`src/rtl/y_line_packer_if.sv`:
```
// Stream and Y SRAM write-port bundle for y_line_packer.
// The checksum member exists only when Y_PACK_CHECKSUM_EN is defined.
interface y_line_packer_if #(
  parameter int DATA_W = 16,
  parameter int WORDS  = 16,
  parameter int ADDR_W = 11
);
  logic                      start;
  logic [ADDR_W-1:0]         base_addr;
  logic [ADDR_W:0]           line_count;
  logic                      in_valid;
  logic [DATA_W-1:0]         in_data;
  logic                      in_ready;
  logic                      WE_Y;
  logic [ADDR_W-1:0]         yram_WriteAddress;
  logic [DATA_W*WORDS-1:0]   y_WriteBus;
  logic                      busy;
  logic                      done;
`ifdef Y_PACK_CHECKSUM_EN
  logic [DATA_W-1:0]         checksum;
`endif

  // Upstream feeder / controller side
  modport master (
    output start, base_addr, line_count, in_valid, in_data,
    input  in_ready, WE_Y, yram_WriteAddress, y_WriteBus, busy, done
`ifdef Y_PACK_CHECKSUM_EN
    , input checksum
`endif
  );

  // Packer side
  modport slave (
    input  start, base_addr, line_count, in_valid, in_data,
    output in_ready, WE_Y, yram_WriteAddress, y_WriteBus, busy, done
`ifdef Y_PACK_CHECKSUM_EN
    , output checksum
`endif
  );
endinterface

```
`src/rtl/y_line_packer.sv`:
```
// Packs 16-bit Y elements into 256-bit lines and writes them to consecutive Y SRAM addresses.
// Optional running element checksum is enabled by defining Y_PACK_CHECKSUM_EN.
module y_line_packer #(
  parameter int DATA_W = 16,
  parameter int WORDS  = 16,
  parameter int ADDR_W = 11
) (
  input  logic            clock,
  input  logic            reset_n,
  y_line_packer_if.slave  yIf
);
  localparam int LINE_W = DATA_W * WORDS;
  localparam int K_W    = $clog2(WORDS);

  typedef enum logic [1:0] {IDLE, FILL, WRITE, DONE} stateT;

  stateT             stateReg, stateNext;
  logic [K_W-1:0]    kReg;
  logic [ADDR_W:0]   linesReg;
  logic [ADDR_W:0]   countReg;
  logic [ADDR_W:0]   linesInc;
  logic [ADDR_W-1:0] baseReg;
  logic [ADDR_W-1:0] addrReg;
  logic [LINE_W-1:0] lineReg;
  logic [LINE_W-1:0] lineNext;
  logic [LINE_W-1:0] busReg;
  logic              accept;
  logic              lastElem;
  logic              startAccept;

  assign accept      = (stateReg == FILL) && yIf.in_valid;
  assign lastElem    = accept && (kReg == K_W'(WORDS - 1));
  assign startAccept = (stateReg == IDLE) && yIf.start;
  assign linesInc    = linesReg + 1'b1;

  // Each lane only picks up the element whose index matches the fill counter.
  genvar gi;
  generate
    for (gi = 0; gi < WORDS; gi++) begin : g_lane
      assign lineNext[gi*DATA_W +: DATA_W] =
        (accept && (kReg == K_W'(gi))) ? yIf.in_data : lineReg[gi*DATA_W +: DATA_W];
    end
  endgenerate

  always_comb begin
    stateNext = stateReg;
    case (stateReg)
      IDLE:    if (yIf.start) stateNext = (yIf.line_count == '0) ? DONE : FILL;
      FILL:    if (lastElem) stateNext = WRITE;
      WRITE:   stateNext = (linesInc == countReg) ? DONE : FILL;
      DONE:    stateNext = IDLE;
      default: stateNext = IDLE;
    endcase
  end

  always_ff @(posedge clock or negedge reset_n) begin
    if (!reset_n) begin
      stateReg <= IDLE;
      kReg     <= '0;
      linesReg <= '0;
      countReg <= '0;
      baseReg  <= '0;
      addrReg  <= '0;
      lineReg  <= '0;
      busReg   <= '0;
    end else begin
      stateReg <= stateNext;
      if (startAccept) begin
        baseReg  <= yIf.base_addr;
        countReg <= yIf.line_count;
        kReg     <= '0;
        linesReg <= '0;
      end
      if (accept) begin
        kReg    <= kReg + 1'b1;
        lineReg <= lineNext;
      end
      // Address and bus are loaded once per line so they hold between writes.
      if (lastElem) begin
        busReg  <= lineNext;
        addrReg <= baseReg + linesReg[ADDR_W-1:0];
      end
      if (stateReg == WRITE) begin
        linesReg <= linesInc;
        kReg     <= '0;
      end
    end
  end

`ifdef Y_PACK_CHECKSUM_EN
  logic [DATA_W-1:0] sumReg;

  always_ff @(posedge clock or negedge reset_n) begin
    if (!reset_n) begin
      sumReg <= '0;
    end else if (startAccept) begin
      sumReg <= '0;
    end else if (accept) begin
      sumReg <= sumReg + yIf.in_data;
    end
  end

  assign yIf.checksum = sumReg;
`endif

  assign yIf.in_ready          = (stateReg == FILL);
  assign yIf.WE_Y              = (stateReg == WRITE);
  assign yIf.busy              = (stateReg != IDLE);
  assign yIf.done              = (stateReg == DONE);
  assign yIf.yram_WriteAddress = addrReg;
  assign yIf.y_WriteBus        = busReg;
endmodule

```
`src/flat_wrapper.sv`:
```
// flat-port wrapper written by rule: the top's interface ports become plain ports
module y_line_packer_flat 
#(
  parameter int DATA_W = 16,
  parameter int WORDS  = 16,
  parameter int ADDR_W = 11
)
  (clock, reset_n, yIf_start, yIf_base_addr, yIf_line_count, yIf_in_valid, yIf_in_data, yIf_in_ready, yIf_WE_Y, yIf_yram_WriteAddress, yIf_y_WriteBus, yIf_busy, yIf_done);
  y_line_packer_if #(.DATA_W(DATA_W), .WORDS(WORDS), .ADDR_W(ADDR_W)) yIf_i ();
  input  logic clock;
  input  logic reset_n;
  input wire logic [$bits(yIf_i.start)-1:0] yIf_start;
  input wire logic [$bits(yIf_i.base_addr)-1:0] yIf_base_addr;
  input wire logic [$bits(yIf_i.line_count)-1:0] yIf_line_count;
  input wire logic [$bits(yIf_i.in_valid)-1:0] yIf_in_valid;
  input wire logic [$bits(yIf_i.in_data)-1:0] yIf_in_data;
  output wire logic [$bits(yIf_i.in_ready)-1:0] yIf_in_ready;
  output wire logic [$bits(yIf_i.WE_Y)-1:0] yIf_WE_Y;
  output wire logic [$bits(yIf_i.yram_WriteAddress)-1:0] yIf_yram_WriteAddress;
  output wire logic [$bits(yIf_i.y_WriteBus)-1:0] yIf_y_WriteBus;
  output wire logic [$bits(yIf_i.busy)-1:0] yIf_busy;
  output wire logic [$bits(yIf_i.done)-1:0] yIf_done;
  assign yIf_i.start = yIf_start;
  assign yIf_i.base_addr = yIf_base_addr;
  assign yIf_i.line_count = yIf_line_count;
  assign yIf_i.in_valid = yIf_in_valid;
  assign yIf_i.in_data = yIf_in_data;
  assign yIf_in_ready = yIf_i.in_ready;
  assign yIf_WE_Y = yIf_i.WE_Y;
  assign yIf_yram_WriteAddress = yIf_i.yram_WriteAddress;
  assign yIf_y_WriteBus = yIf_i.y_WriteBus;
  assign yIf_busy = yIf_i.busy;
  assign yIf_done = yIf_i.done;
  y_line_packer #(.DATA_W(DATA_W), .WORDS(WORDS), .ADDR_W(ADDR_W)) u_core (.clock(clock), .reset_n(reset_n), .yIf(yIf_i));
endmodule
```
`config.mk`:
```
export PLATFORM = sky130hd
export DESIGN_NAME = y_line_packer_flat
export DESIGN_NICKNAME = d
export VERILOG_FILES = /design/src/rtl/y_line_packer_if.sv /design/src/rtl/y_line_packer.sv /design/src/flat_wrapper.sv
export SDC_FILE = /design/constraint.sdc
export NUM_CORES = 1
export LEC_CHECK = 0
export CAP_MARGIN = 20
export CORE_UTILIZATION = 40
export DETAILED_ROUTE_END_ITERATION = 7
export HOLD_SLACK_MARGIN = 0.02
export PLACE_DENSITY = 0.73
export SETUP_SLACK_MARGIN = 0.15
export SYNTH_ARGS = -nofsm -noshare
export SYNTH_HDL_FRONTEND = slang
export SYNTH_SLANG_ARGS = --single-unit
```
`constraint.sdc`:
```
create_clock -name clock -period 2.3 [get_ports clock]
set_clock_uncertainty 0.1 [all_clocks]
set_input_delay 0.23 -clock clock [delete_from_list [all_inputs] [get_ports clock]]
set_output_delay 0.23 -clock clock [all_outputs]
set_load 0.05 [all_outputs]
```
## Word level (Yosys, flattened, before mapping)

Index checks and enable logic that the tools add are counted.

| word-level totals | value |
|---|---|
| bits in registers | 564 |
| bits of input ports | 43 |
| logic and storage cells | 83 |

| operators by class | value |
|---|---|
| $add $sub $neg | 3 |
| eq/ne operators | 21 |
| muxes and demuxes | 26 |
| reduce and logical (&&, ||, !) cells | 25 |

Operators with widths:

| kind | number |
|---|---|
| 16-bit two-way mux | 16 |
| 4-bit == test (second input constant) | 8 |
| 12-bit two-way mux | 2 |
| 1-bit logical AND | 18 |
| 4-bit by 3-bit == test with 1-bit output (second input constant) | 4 |
| 12-bit by 1-bit adder with 12-bit output (second input constant) | 1 |
| 12-bit == test | 1 |
| 12-bit zero test | 1 |
| 4-bit two-way mux | 3 |
| 11-bit adder | 1 |
| 4-bit by 2-bit == test with 1-bit output (second input constant) | 2 |
| 2-bit two-way mux | 4 |
| 2-bit case mux with 4 select lines | 1 |
| 4-bit by 1-bit adder with 4-bit output (second input constant) | 1 |
| 2-bit == test (second input constant) | 2 |
| 4-bit by 1-bit == test with 1-bit output (second input constant) | 1 |
| 4-bit zero test | 1 |
| 2-bit nonzero test | 2 |
| 3-bit nonzero test | 1 |
| 2-bit by 1-bit == test with 1-bit output (second input constant) | 1 |
| 2-bit zero test | 1 |
| 2-bit by 1-bit inequality test with 1-bit output (second input constant) | 1 |
| 2-bit inequality test (second input constant) | 1 |
| 2-bit AND reduction | 1 |

## Longest topological paths before layout

| logic depth | value |
|---|---|
| word-level depth | 5 |
| depth in mapped cells | 8 |

## Least setup slack after synthesis

Ideal clock, no wire load.

| timing | value |
|---|---|
| path type | register to register |
| start | register u_core.linesReg[0] |
| end | register u_core.addrReg[10], in the netlist u_core.yIf.yram_WriteAddress[10] |
| arrival time | 1.922 ns |
| setup slack | 0.209 ns |
| stages on the path, launching flop included | 9 |
| buffers on the path | 0 |
| cells stage by stage | dfrtp_1 > ha_1 > inv_1 > fa_1 > nor2b_1 > o31a_1 > o2111ai_1 > a211o_1 > nand3_1 |

| between the ends | value |
|---|---|
| longest elaborated chain between the ends | 1 |

Ends and longest elaborated chain:

| element | line | text |
|---|---|---|
| start: declaration | y_line_packer.sv:19 | `logic [ADDR_W:0] linesReg;` |
| start signal: assignment | y_line_packer.sv:84 | `linesReg <= linesInc;` |
| 11-bit adder | y_line_packer.sv:81 | `addrReg <= baseReg + linesReg[ADDR_W-1:0];` |
| end signal: assignment | y_line_packer.sv:81 |  |
| end: declaration | y_line_packer.sv:23 | `logic [ADDR_W-1:0] addrReg;` |

No other way between the ends.
A chain may end at the register's enable or synchronous reset.

## Worst setup path in the final report

| timing | value |
|---|---|
| start | register u_core.linesReg[0] |
| end | register u_core.stateReg[1] |

| between the ends | value |
|---|---|
| longest elaborated chain between the ends | 4 |

Ends and longest elaborated chain:

| element | line | text |
|---|---|---|
| 12-bit by 1-bit adder with 12-bit output | y_line_packer.sv:34 | `assign linesInc = linesReg + 1'b1;` |
| 12-bit == test | y_line_packer.sv:50 | `WRITE: stateNext = (linesInc == countReg) ? DONE : FILL;` |
| 2-bit two-way mux | y_line_packer.sv:50 |  |
| 2-bit case mux with 4 select lines | y_line_packer.sv:47 | `case (stateReg)` |
| end signal: assignment | y_line_packer.sv:67 | `stateReg <= stateNext;` |
| end: declaration | y_line_packer.sv:17 | `stateT stateReg, stateNext;` |

No other way between the ends.

==> metrics.cfg <==
[outcome]
status=finished, final reports clean

[cells_and_area]
nFillCells=4411
final_common_cell=dfrtp_1
stdcell_count=2708
layout_common_cells=547 x dfrtp_1, 376 x mux2_2, 267 x nand2_1, 168 x dlygate4sd2_1, 107 x clkdlybuf4s50_1
syn_to_final_growth_pct=34.0
fin_nets=2031
antenna_cells=0
drive_gt1_frac=0.353
fin_util=0.542

[logic_synthesis]
synth-seq-cells=548
synth_compound_area_frac=0.0202
synth_top_flop_cell=dfrtp_1
ys_types=60
synthSimpleGateAreaFrac=0.0772
synth_mux_area_frac=0.229
synth_fa_ha_area_frac=0.0101
syn_avg_cell_area_um2=14.0
async_flop_share=1.00
synth_top_family_by_area=multiplexers
synth_cells=1553
syn_nets=1613
ys_warn_count=0
synthXorXnorAreaFrac=0.00884
synth-edff-count=0
syn_area_um2=21800
ys_seq_area_frac=0.629

[timing]
slew_headroom=0.589
worstMarginPinSlew_ns=0.619
rsz0062_at_grt=true
hold_violations=0
fin_crit_sh=0.957
finalMaxSlewViolations=0
hold_ws_ns=0.102
setup_violations=0
min_period_ns=2.20
fmax_mhz=454
worst_slack_ns=0.0997

[power_and_ir_drop]
ir_drop_v=0.000747
clkPwrFrac=0.256
internal_power_w=0.0235
switchingPower_w=0.0131
cellPowerDensity_nw_per_um2=1250
p_leak_nw=15.3
seqPwrFrac=0.395
switching_share=0.357
p_comb_frac=0.349

[route]
ant_nets=0
drt_iter0_markers=786
vias=13707
wl_per_cell_um=21.2
drc=0
drt_wl_total_um=57400
vias_per_cell=5.06
dr.pass1.iters=7

[global_route]
gr-total-overflow=0
grt_max_degree=66
grt_pass1_wl_um=86300
grt_pass1_vias=14327
grt_antenna_before_repair=1
grtUsageTotal=0.202

[floorplan]
die_h_um=235
die_area_um2=55400
ios=314
start_util=0.405
core_area_um2=53800
rows=85
die_w_um=235

[job]
cap_viol_max_count=0

[cts]
htree_num_levels=2
cts.clk_slew.worst_paths_ns=0.06
cts_tree=done
root_buffer=clkbuf_16
cts_max_path_buffers=3
clkSinkCount=548
clkLatencyLatePin_ns=0.61
cts_buffers=56

[setup_path]
path_cells=buf_4, buf_4, nand2_2, a211oi_1, nor4bb_1, a311oi_1, o41ai_2, buf_4
crit_buf_inv=3
critPathLaunchType=flop
r2r_cells=8
cp_data_required_time_ns=2.75
arrival_ns=2.65
crit_type=reg -> reg
cp.depth=8
setup.worst_path.end_class=flop
reg2reg_slack_ns=0.1
crit_fanout=7
cpMostUsedCell=buf_4
cp_top_family=compound AO/OA/AOI/OAI gates
crit_path_top_delay_cell=dfrtp_2
critPathMaxStageDelay_ns=0.46

[placement]
place_ws_ns=-0.180
routabilityCongestion=0.811
place_inst=2570
io_buffers=313
dpl.hpwl_um=36700

[hold_path]
hold_path_class=in -> async

## cells in the mapped netlist, types with 2 or more instances
| library cell | count | area (µm²) |
|---|---|---|
| nor2_4 | 5 | 56.3 |
| a21o_1 | 2 | 15.0 |
| o2111ai_1 | 2 | 17.5 |
| nand3_1 | 12 | 60.1 |
| nand2b_1 | 2 | 12.5 |
| a211o_1 | 2 | 17.5 |
| xor2_1 | 10 | 87.6 |
| nand2_1 | 269 | 1010 |
| inv_1 | 14 | 52.6 |
| nor2_8 | 6 | 120 |
| nor2b_1 | 2 | 12.5 |
| o31ai_1 | 8 | 60.1 |
| and2_1 | 4 | 25.0 |
| buf_6 | 11 | 124 |
| mux2_4 | 18 | 270 |
| ha_1 | 16 | 200 |
| clkbuf_1 | 34 | 128 |
| nand4_1 | 5 | 31.3 |
| o21a_1 | 4 | 30.0 |
| nor2_1 | 21 | 78.8 |
| buf_4 | 12 | 90.1 |
| buf_2 | 28 | 140 |
| nand3_2 | 4 | 40.0 |
| dfrtp_1 | 548 | 13700 |
| nor4_1 | 6 | 37.5 |
| or3_1 | 2 | 12.5 |
| mux2_2 | 420 | 4730 |
| a21oi_1 | 6 | 30.0 |
| nand2_8 | 2 | 40.0 |
| xnor2_1 | 12 | 105 |
| nor3_1 | 6 | 30.0 |
| o21ai_0 | 29 | 145 |
| a211oi_1 | 3 | 22.5 |
| o211a_1 | 2 | 20.0 |
## power by group through the flow
stage          clock (W)  combinational (W)  sequential, W
5_1_grt          0.00999             0.0136         0.0148
4_1_cts          0.00959             0.0126         0.0145
2_1_floorplan          0            0.00473         0.0182
6_report         0.00938             0.0128         0.0145
3_5_place_dp           0             0.0128         0.0146
3_3_place_gp           0             0.0125         0.0145
## registers in the layout, indices dropped and copies added, names as in the netlist
register / flops
u_core.lineReg: 240
u_core.yIf.yram_WriteAddress: 11
u_core.stateReg: 2
u_core.countReg: 12
u_core.yIf.y_WriteBus: 256
u_core.baseReg: 11
u_core.linesReg: 12
u_core.kReg: 4
## cell families after synthesis
family / Yosys count
buffers and inverters: 101
XOR/XNOR: 22
adder cells (fa/ha/maj): 17
multiplexers: 438
AND/OR/NAND/NOR: 359
flip-flops: 548
AO/OA/AOI/OAI: 68
## worst paths after layout
kind / endpoint / from
worst max-delay path: u_core.stateReg[1]$_DFFE_PN0P_ / u_core.linesReg[0]$_DFFE_PN0P_
worst max register to register: u_core.stateReg[1]$_DFFE_PN0P_ / u_core.linesReg[0]$_DFFE_PN0P_
worst min register to register: u_core.yIf.y_WriteBus[55]$_DFFE_PN0P_ / u_core.yIf.y_WriteBus[55]$_DFFE_PN0P_
min in group clock: u_core.baseReg[1]$_DFFE_PN0P_ / yIf_base_addr[1]
worst min-delay path: u_core.yIf.y_WriteBus[167]$_DFFE_PN0P_ / reset_n
max in group asynchronous: u_core.yIf.y_WriteBus[246]$_DFFE_PN0P_ / reset_n
## stage by stage
stage | setup TNS [ns] | power, W | cell area (µm²)
after floorplan | 0 | 0.0229 | 21800
after global placement | -14.96 | 0.0270 | 26500
after detailed placement | -18.34 | 0.0275 | 26500
after CTS | 0 | 0.0366 | 28400
after global routing | -0.0379 | 0.0384 | 29200
final | 0 | 0.0366 | 29200
## area by class of cell
cell class                      instances  area, µm²  share of cell area
Inverter                               14       52.6             0.00180
Timing Repair Buffer                  447       4820               0.165
Clock inverter                         20        302              0.0103
Tap cell                              696        871              0.0298
Multi-Input combinational cell        904       7820               0.268
Sequential cell                       548      13700               0.470
Clock buffer                           79       1620              0.0555
## routing by layer
layer,wire length (µm),share of wire,global-route usage
met1,24900,0.43,0.269
met2,27800,0.48,0.331
met3,3560,0.062,0.0498
met4,1160,0.020,0.0555
met5,0,0,0
## repair_timing
item,in CTS,in global routing
hold endpoints to repair,432,0
gates resized for setup,200,100
pin swaps,11,11
gates cloned,1,14
hold buffers,1,0
setup buffers,13,10
setup endpoints to repair,321,221
No activity file was read; power rests on OpenSTA's default activity.
==> variant (config.mk and constraints unchanged) <==
Re-encode `stateT` (4 states) as one-hot, 4 bits wide.
--- a/src/rtl/y_line_packer.sv
+++ b/src/rtl/y_line_packer.sv
@@ -12,7 +12,7 @@
   localparam int LINE_W = DATA_W * WORDS;
   localparam int K_W    = $clog2(WORDS);
 
-  typedef enum logic [1:0] {IDLE, FILL, WRITE, DONE} stateT;
+  typedef enum logic [3:0] {IDLE = 4'b0001, FILL = 4'b0010, WRITE = 4'b0100, DONE = 4'b1000} stateT;
 
   stateT             stateReg, stateNext;
   logic [K_W-1:0]    kReg;
Check against the original RTL: same outputs for any inputs over 10 cycles, from zero or initial values and one cycle with reset_n low; not proved beyond that.
==> variant against the original RTL <==
Cell area up 0.39%; critical path depth fell by 1; routed wire length down 1.3%; sequential cell count rose by 2; hold slack worse by 55 ps; area after synthesis increased by 1.2%; setup slack lost 27 ps; highest routed layer unchanged.
Power is not compared: it rests on default switching activity, and its combinational part moved more than twofold at a synthesized area within 25%.
==> variant: results (changes against the original RTL) <==
- The post-layout instance area is 29,310 sq um (+0.39%).
- The initial antenna violation count was 2 (+1).
- The count of inserted antenna diode cells is 3 (+3).
- The count of plain and timing-repair buffers is 440 (-1.6%).
- In this run the worst setup path begins at u_core.stateReg[3].
- The cell area after placement is 26,680 sq um (+0.80%).
- Ranked by total cell area, the synthesized netlist is headed by sky130_fd_sc_hd__dfrtp_1, sky130_fd_sc_hd__mux2_2, sky130_fd_sc_hd__mux2_4.
- The cell at the slowest stage of the critical path is sky130_fd_sc_hd__dfrtp_1.
- The signal arrival time at the worst endpoint is 2600 ps (-50 ps).
- The maximum number of pins on one net before global-route repair came to 107 (+62%).
- The routed metal-1 wirelength is 24,620 um (-0.95%).
- The number of placed instances with taps included came to 2,531 (-1.5%).
- The worst setup path endpoint is u_core.yIf.y_WriteBus[44].
- The instance count of the mapped netlist came to 1,515 (-2.4%).
- The clock network area share is 6.344% (-0.24 points).
- The proportion of layout cells with a drive suffix above 1 is 36.72% (+1.4 points).
- The fraction of area in registers is 46.98% (about the same).
- The horizontal extent of the die is 236.9 um (+0.61%).
- The total global routing track utilization is 20.06% (-0.19 points).
- The run finished with clean final reports.
- The met2 demand-to-capacity share in global routing is 32.79% (-0.28 points).
- The count of multi-input combinational gates came to 870 (-3.8%).
- The placed wire-length estimate came to 36,580 um (-0.40%).
- After synthesis, the most frequently instantiated cells are sky130_fd_sc_hd__dfrtp_1, sky130_fd_sc_hd__mux2_2, sky130_fd_sc_hd__nand2_1.
- Among cell families on the critical path, the largest total delay comes from simple AND/OR/NAND/NOR gates.
- The max-slew headroom at the worst pin is 52.30% (-6.6 points).
- The global-route met1 utilization was 26.41% (-0.47 points).
- The count of different cell masters after synthesis was 54 (-10%).
- The detail-routed via count per cell came to 5.074 (+0.24%).
- The clock buffer instance count of the final layout is 76 (-3.8%).
- The endpoint identified for the worst register-to-register timing path is u_core.yIf.y_WriteBus[44].
- The buffer count from post-CTS setup fixing is 10 (-3).
- The total length of routed met2 wires came to 27,380 um (-1.5%).
- The maximum fanout along the worst path was 16 (+9).
- The post-cts gate resize count came to 42 (-79%).
- The fill cell instance count of the final layout came to 4,349 (-1.4%).
- The sequential share of the synthesized area is 62.39% (-0.54 points).
- The final wirelength is 56,620 um (-1.3%).
- The global-route wire length before repair is 86,000 um (-0.38%).
- The net total in the final layout is 1,986 (-2.2%).
- The post-synthesis net count is 1,574 (-2.4%).
- The wire length on met3 is 2953 um (-17%).
- The number of iterations in the first detailed-routing pass is 5 (-2).
- The number of global-route vias before repair is 14,250 (-0.54%).
- The worst hold margin is 46.60 ps (-55.09 ps).
- The count of non-filler cells in the finished layout is 2,668 (-1.5%).
- The stage delay of the slowest cell on the critical path is 420 ps (-40 ps).
- The weighted congestion at the end of routability-driven global placement is 0.8601 (+6.1%).
- The register-to-register path setup slack is 70 ps (-30 ps).
- The cell depth of the worst flop-to-flop path is 7 (-1).
- The detailed router's first-iteration violation count is 715 (-9.0%).
- In this run, the clock network consumes between 30% and 40% of the power.
[variant: cell types whose count changed after synthesis, sizes merged, moves of 4 or more]
cell | before | now
nand2 | 272 | 227
nor2 | 33 | 12
mux2 | 438 | 455
bufbuf | 0 | 11
clkbuf | 35 | 28
inv | 14 | 7
a21oi | 6 | 12
a31oi | 1 | 6
and3 | 0 | 4
buf | 52 | 48
nand4 | 5 | 9
o21a | 4 | 0
[variant: cells by family (layout without fill, tap and decap cells)]
| group | Yosys count | after routing | share of synthesized area (%) |
|---|---|---|---|
| adders and majority gates | 16 | 16 | 0.9414 |
| AOI/OAI and AO/OA | 74 | 74 | 2.019 |
| DFF | 550 | 550 | 62.39 |
| buffers and inverters | 95 | 549 | 3.040 |
| other | 0 | 3 | 0 |
| xor gates and xnor gates | 25 | 25 | 0.9925 |
| muxes | 457 | 457 | 24.34 |
| and+or+nand+nor | 298 | 298 | 6.284 |
